### config.mk
export PLATFORM = sky130hd
export DESIGN_NAME = ifu_pc_fetch
export DESIGN_NICKNAME = d
export VERILOG_FILES = /design/src/rtl/ifu_pc_fetch.sv
export SDC_FILE = /design/constraint.sdc
export NUM_CORES = 1
export LEC_CHECK = 0
export CAP_MARGIN = 25
export CORE_ASPECT_RATIO = 1.4
export CORE_MARGIN = 5
export CORE_UTILIZATION = 44
export CTS_CLUSTER_SIZE = 10
export DETAILED_ROUTE_END_ITERATION = 8
export PLACE_DENSITY = 0.86
export SLEW_MARGIN = 40
export SYNTH_ARGS = -nofsm -noshare
export SYNTH_HDL_FRONTEND = slang
export SYNTH_SLANG_ARGS = --single-unit
export TNS_END_PERCENT = 5
### constraint.sdc
create_clock -name clk -period 5.9 [get_ports clk]
set_clock_uncertainty 0.1 [all_clocks]
set_input_delay 1.18 -clock clk [delete_from_list [all_inputs] [get_ports clk]]
set_output_delay 1.18 -clock clk [all_outputs]
set_load 0.01 [all_outputs]
### src/rtl/ifu_pc_fetch.sv
// PC owner and instruction fetch unit: requests the word at pc, captures the
// response, offers it to decode, and advances pc on each commit.
module ifu_pc_fetch #(
    parameter logic [31:0] RESET_PC = 32'h80000000,
    parameter int          CNT_W    = 32
) (
    input  logic             clk,
    input  logic             rst,
    input  logic [31:0]      next_pc,
    input  logic             pc_update,
    output logic             imem_req_valid,
    input  logic             imem_req_ready,
    output logic [31:0]      imem_req_addr,
    input  logic             imem_rsp_valid,
    input  logic [31:0]      imem_rsp_data,
    output logic             inst_valid,
    input  logic             inst_ready,
    output logic [31:0]      inst,
    output logic [31:0]      pc,
    output logic             fetch_fault,
    output logic [CNT_W-1:0] commit_cnt,
    output logic [2:0]       state_dbg
);

    // Handshakes: a transfer happens on a rising edge where valid and ready
    // are both high; valid, once raised, holds with stable payload until then.
    typedef enum logic [2:0] {
        S_REQ   = 3'd0,
        S_WAIT  = 3'd1,
        S_HOLD  = 3'd2,
        S_EXEC  = 3'd3,
        S_FAULT = 3'd4
    } state_t;

    state_t            r_state;
    state_t            w_state_nxt;
    logic [31:0]       r_pc;
    logic [31:0]       r_inst;
    logic [CNT_W-1:0]  r_cnt;
    logic              r_fault;
    logic              w_commit;
    logic              w_misaligned;

    assign w_misaligned = |next_pc[1:0];

    always_comb begin
        w_state_nxt = r_state;
        w_commit    = 1'b0;
        case (r_state)
            S_REQ:   if (imem_req_ready) w_state_nxt = S_WAIT;
            S_WAIT:  if (imem_rsp_valid) w_state_nxt = S_HOLD;
            S_HOLD: begin
                if (inst_ready) begin
                    if (pc_update) w_commit = 1'b1;
                    else           w_state_nxt = S_EXEC;
                end
            end
            S_EXEC:  if (pc_update) w_commit = 1'b1;
            S_FAULT: w_state_nxt = S_FAULT;
            default: w_state_nxt = S_FAULT;
        endcase
        if (w_commit) w_state_nxt = w_misaligned ? S_FAULT : S_REQ;
    end

    always_ff @(posedge clk or posedge rst) begin
        if (rst) begin
            r_state <= S_REQ;
            r_pc    <= RESET_PC;
            r_inst  <= 32'h0;
            r_cnt   <= '0;
            r_fault <= 1'b0;
        end else begin
            r_state <= w_state_nxt;
            if (r_state == S_WAIT && imem_rsp_valid) r_inst <= imem_rsp_data;
            if (w_commit) begin
                r_pc  <= next_pc;
                r_cnt <= r_cnt + CNT_W'(1);
                if (w_misaligned) r_fault <= 1'b1;
            end
        end
    end

    // The reset state is S_REQ, so the request is masked while rst is held.
    assign imem_req_valid = (r_state == S_REQ) && !rst;
    assign imem_req_addr  = r_pc;
    assign inst_valid     = (r_state == S_HOLD);
    assign inst           = r_inst;
    assign pc             = r_pc;
    assign fetch_fault    = r_fault;
    assign commit_cnt     = r_cnt;
    assign state_dbg      = r_state;

endmodule

==> metrics.cfg, run 1 <==
[sta]
hold_viol=0
holdWs_ns=0.3819
setup_ws_ns=2.131
slew_headroom_pct=52.49
period_share_pct=63.88
fin_tns_setup_ns=0
final-setup-viol-count=0
final-max-slew-violation-count=0
rsz0062_at_grt=no
fmax_mhz=265.3
worst_slew_pin_slew_ns=0.7073
period_needed_ns=3.769

[grt]
track_usage_pct=19.71
grt_overflow=0
grt_pass1_vias=3333
grt_max_degree=65
grt_pass1_wl_um=18000
antenna_found_initial=0

[synthesis]
synth_top_area_share_pct=57.91
synth-seq-area-share_pct=58.53
post-synth-top-count-cell=dfrtp_1
yosys_warnings=0
synthTopCellsByArea=dfrtp_1 58%, mux2_2 16%, buf_4 5.6%
ys_ff_latch=100
synth_fp_nets=386
ys.flop_type=dfrtp_1
avgSynthCellArea_um2=13.58
syn_inst=315
synthTopCellsByCount=99 x dfrtp_1, 60 x mux2_2, 32 x buf_4
yosysTopAreaCell=dfrtp_1
synth-edff-count=0
syn_area_mm2=0.004278
ys_types=32
async_flop_share_pct=100.0

[floorplan]
ios=204
rows=42
dieHeight_um=126.7
initial_utilization_pct=44.98
dieWidth_um=93.34
core_mm2=0.009512
die_area_mm2=0.01182

[worst_setup_path]
slowest_delay_ns=0.59
r2r_cells=4
worstPathArrival_ns=2.49
cp_cell_sequence=clkdlybuf4s50_1 > nor4_1 > clkdlybuf4s50_1
worstSetupPathDepth=3
regToRegEndpoint=commit_cnt[30]
critPathLaunch=rst
worstSetupPathType=in -> out
r2r_start=state_dbg[1]
start_kind=input port
endpoint=imem_req_valid
r2r_slack_ns=3.61
cp_num_buf_inv=2
cpMaxStageDelayCell=clkdlybuf4s50_1
cp_top_family=buffers and inverters
end_kind=output port
path_max_fanout=2
required_ns=4.62
crit_top_cell=clkdlybuf4s50_1

[route]
wirelength_um=11170
wire_per_inst_um=17.79
remaining_drc_errors=0
firstDrtPassIters=5
ant_nets=0
viasPerCell=4.995
vias=3137
drtIter0Drc=149

[cells_and_area]
antenna_cells=0
drive_above_1_share_pct=17.74
fin_cells=628
utilization_pct=69.32
nets=562
design_area_mm2=0.006594
syn_to_final_growth_pct=54.14

[placement]
hpwl_um=8470
io_buffers=203
place_congestion=0.7425
dpl_cell_area_mm2=0.006257
post-place-ws_ns=2.182
dp_cells=612

[power]
power_density_mw_per_mm2=463.0
power.leakage_nw=2.753
irDropWorstVdd_uv=349.2
finalPower_mw=3.053

[clock_tree]
cts-root-buf=clkbuf_16
htreeDepth=3
cts_resized=0
cts_buffers=9
clkTransAtPathRegs_ns=0.07
cts_hold_buf=0
clock_sink_count=100
clk_latency_ns=0.34
clock_path_buffers=2
cts_tree=yes
cts_setup_buffers=0

[run]
cap_violations=0

[outcome]
status=complete, no violations

[worst_hold_path]
hold_path_class=reg -> reg

-- per-layer routing --
| layer | global-route usage, % | share of wire [%] |
|---|---|---|
| met1 | 22.78 | 37 |
| met4 | 11.48 | 4.1 |
| met5 | 0 | 0 |
| met3 | 4.502 | 7.3 |
| met2 | 33.11 | 52 |
-- where the power goes --
part / switching (mW) / internal, mW
Sequential: 0.182 / 0.933
Combinational: 0.458 / 0.831
Clock: 0.254 / 0.396
Total: 0.894 / 2.16
-- placed cells by master, fill, tap and decap left out, types with 3 or more instances in the layout --
master / n
dfrtp_1: 99
clkdlybuf4s50_1: 203
nand4_1: 14
nand2b_1: 3
and2_1: 4
xor2_1: 6
clkbuf_16: 9
nand3_1: 10
nor4_4: 3
nand4b_1: 3
nor2_1: 6
mux2_1: 5
mux2_2: 60
nor4_1: 4
xnor2_1: 25
and3_1: 5
nand2_1: 9
-- worst reg2reg max path: cells and delay by family (launching register included) --
kind / cells / cell delay (ns)
DFF: 1 / 0.64
xor gates and xnor gates: 1 / 0.24
and+or+nand+nor: 3 / 1.23
-- how the worst min path moves through the flow --
stage	start	to	cells past startpoint
4_1_cts	commit_cnt[31]	commit_cnt[31]	1
3_3_place_gp	fetch_fault	fetch_fault	1
3_5_place_dp	commit_cnt[31]	commit_cnt[31]	1
5_1_grt	commit_cnt[31]	commit_cnt[31]	1
6_report	commit_cnt[31]	commit_cnt[31]	1
2_1_floorplan	fetch_fault	fetch_fault	1
-- logic make-up (layout without fill, tap and decap cells) --
logic type                 after synthesis  after routing  share of synthesized area, %
adders and majority gates                1              1                        0.2924
and+or+nand+nor                         67             67                         9.827
buffers and inverters                   45            226                         7.019
muxes                                   65             65                         17.11
DFF                                    100            100                         58.53
AOI/OAI and AO/OA                        6              6                        0.8771
xor gates and xnor gates                31             31                         6.347
-- area by class of cell --
| cell class | instances | area (µm²) |
|---|---|---|
| clock inverter | 5 | 81.33 |
| multi-input combinational | 170 | 1498 |
| fill | 705 | 2918 |
| tap | 132 | 165.2 |
| clock buffer | 11 | 252.7 |
| sequential | 100 | 2504 |
| inverter | 3 | 16.27 |
| timing repair buffer | 207 | 2077 |
-- registers in the layout (all words and copies together) (netlist names) --
name / count
imem_req_addr: 32
state_dbg: 3
fetch_fault: 1
commit_cnt: 32
inst: 32
Note: power is estimated with default switching activity, not from simulation.
==> inputs of run 2 (changes only) <==
--- a/config.mk
+++ b/config.mk
@@ -8,10 +8,10 @@
 export CAP_MARGIN = 25
 export CORE_ASPECT_RATIO = 1.4
 export CORE_MARGIN = 5
-export CORE_UTILIZATION = 44
+export CORE_UTILIZATION = 41
 export CTS_CLUSTER_SIZE = 10
 export DETAILED_ROUTE_END_ITERATION = 8
-export PLACE_DENSITY = 0.86
+export PLACE_DENSITY = 0.8
 export SLEW_MARGIN = 40
 export SYNTH_ARGS = -nofsm -noshare
 export SYNTH_HDL_FRONTEND = slang
==> constraint.sdc (replaced) <==
create_clock -name clk -period 3.6 [get_ports clk]
set_clock_uncertainty 0.1 [all_clocks]
set_input_delay 0.72 -clock clk [delete_from_list [all_inputs] [get_ports clk]]
set_output_delay 0.72 -clock clk [all_outputs]
set_load 0.01 [all_outputs]
==> metrics.cfg, run 2 (synthesis gave the netlist of run 1 again) <==
[outcome]
status=complete, no violations

[sta]
final-setup-viol-count=0  ; unchanged
rsz0062_at_grt=no
holdWs_ns=0.3763  ; -0.005661 ns
final-max-slew-violation-count=0  ; unchanged
fmax_mhz=344.5
fin_tns_setup_ns=0  ; unchanged
hold_viol=0  ; unchanged
setup_ws_ns=0.6971  ; -1.434 ns
period_needed_ns=2.903
worst_slew_pin_slew_ns=0.6485  ; -0.05873 ns
period_share_pct=80.64
slew_headroom_pct=56.40  ; +3.9 points

[placement]
dp_cells=618  ; +0.98%
post-place-ws_ns=0.6798  ; -1.503 ns
place_congestion=0.7629  ; +2.7%
dpl_cell_area_mm2=0.006254  ; about the same
hpwl_um=8343  ; -1.5%
io_buffers=203  ; unchanged

[floorplan]
die_area_mm2=0.01261  ; +6.6%
initial_utilization_pct=41.55  ; -3.4 points
ios=204  ; unchanged
dieWidth_um=96.33  ; +3.2%
dieHeight_um=130.9  ; +3.3%
core_mm2=0.01029  ; +8.2%
rows=44  ; +4.8%

[cells_and_area]
layout_commonest_cell=clkdlybuf4s50_1
antenna_cells=0  ; unchanged
design_area_mm2=0.006530  ; -0.97%
utilization_pct=63.43  ; -5.9 points
multi_input_area_mm2=0.001489  ; -0.58%
layout_common_cells=203 x clkdlybuf4s50_1, 99 x dfrtp_1, 60 x mux2_2, 25 x xnor2_1, 14 x nand4_1
register_area_mm2=0.002504  ; unchanged
n_fill_cell=808  ; +15%
drive_above_1_share_pct=17.58  ; -0.17 points
nets=562  ; unchanged
syn_to_final_growth_pct=52.65
fin_cells=633  ; +0.80%

[power]
switching_share_pct=30.27  ; +1.0 points
seqPwrFrac_pct=37.9  ; +1.4 points
p_comb_share_pct=43.6  ; +1.4 points
irDropWorstVdd_uv=407.2  ; +17%
finalPower_mw=4.841  ; +59%
power_density_mw_per_mm2=741.4  ; +60%
clockPowerShare_pct=18.6  ; -2.7 points
p_switching_mw=1.466  ; +64%
power.leakage_nw=2.707  ; -1.7%
internal_power_mw=3.376  ; +56%

[worst_hold_path]
min_delay_worst_endpoint=fetch_fault
holdPathStages=1  ; unchanged
min_from=fetch_fault
hold_path_class=reg -> reg

[clock_tree]
clk_latency_ns=0.34  ; about the same
cts_tree=yes
htreeDepth=3  ; unchanged
cts_setup_buffers=0  ; unchanged
clock_path_buffers=2  ; unchanged
cts_buffers=9  ; unchanged
clock_sink_count=100  ; unchanged
cts_hold_buf=0  ; unchanged
cts_resized=0  ; unchanged
clkTransAtPathRegs_ns=0.06  ; about the same
cts-root-buf=clkbuf_16

[grt]
track_usage_pct=17.42  ; -2.3 points
antenna_found_initial=0  ; unchanged
grt_overflow=0  ; unchanged
grt_pass1_wl_um=16660  ; -7.4%
grt_max_degree=52  ; -20%
grt_pass1_vias=3343  ; +0.30%

[route]
viasPerCell=4.858  ; -2.8%
ant_nets=0  ; unchanged
wirelength_um=10920  ; -2.2%
firstDrtPassIters=4  ; -1
vias=3075  ; -2.0%
drtIter0Drc=89  ; -40%
wirelength_met1_um=4251  ; +3.0%
wire_per_inst_um=17.25  ; -3.0%
remaining_drc_errors=0  ; unchanged
top_layer=met4
met3WireLength_um=829  ; +2.3%
wl_met2_um=5577  ; -3.4%

[worst_setup_path]
worstSetupPathType=in -> out
start_kind=input port
end_kind=output port
worstPathArrival_ns=2.08  ; -0.41 ns
required_ns=2.78  ; -1.84 ns
path_max_fanout=2  ; unchanged
r2r_start=state_dbg[1]
r2r_slack_ns=1.44  ; -2.17 ns
r2r_cells=4  ; unchanged
regToRegEndpoint=imem_req_addr[7]

[run]
cap_violations=0  ; unchanged

-- run 2: how the worst max path moves through the flow --
stage | from | to | slack, ns
6_report | rst | imem_req_valid | 0.70
5_1_grt | rst | imem_req_valid | 0.67
4_1_cts | rst | imem_req_valid | 0.66
3_5_place_dp | rst | imem_req_valid | 0.68
3_3_place_gp | rst | imem_req_valid | 0.76
2_1_floorplan | rst | commit_cnt[0] | 0.16
-- run 2: power by group through the flow --
stage               Combinational, mW  Sequential (mW)  Clock [mW]
global route                     2.24             1.90       0.965
global placement                 2.10             1.83           0
detailed placement               2.14             1.86           0
finish                           2.11             1.83       0.898
floorplan                       0.824             1.98           0
CTS                              2.15             1.84       0.919
-- run 2: per-layer routing --
metal,track usage (%),vias to the layer above
met2,30.46,128
met3,3.837,17
met4,8.505,0
met5,0,-
li1,-,1409
met1,19.88,1521
-- run 2: final cells by class --
type / count / area share (%)
clock inverters: 5 / 0.5748
repair buffers: 207 / 31.77
multi-input cells: 170 / 22.80
well taps: 138 / 2.644
clock buffers: 10 / 3.660
inverters: 3 / 0.2108
flip-flops and latches: 100 / 38.34
-- run 2: critical path, cell delays in order --
cell             delay [ns]
clkdlybuf4s50_1        0.47
nor4_1                 0.28
clkdlybuf4s50_1        0.61
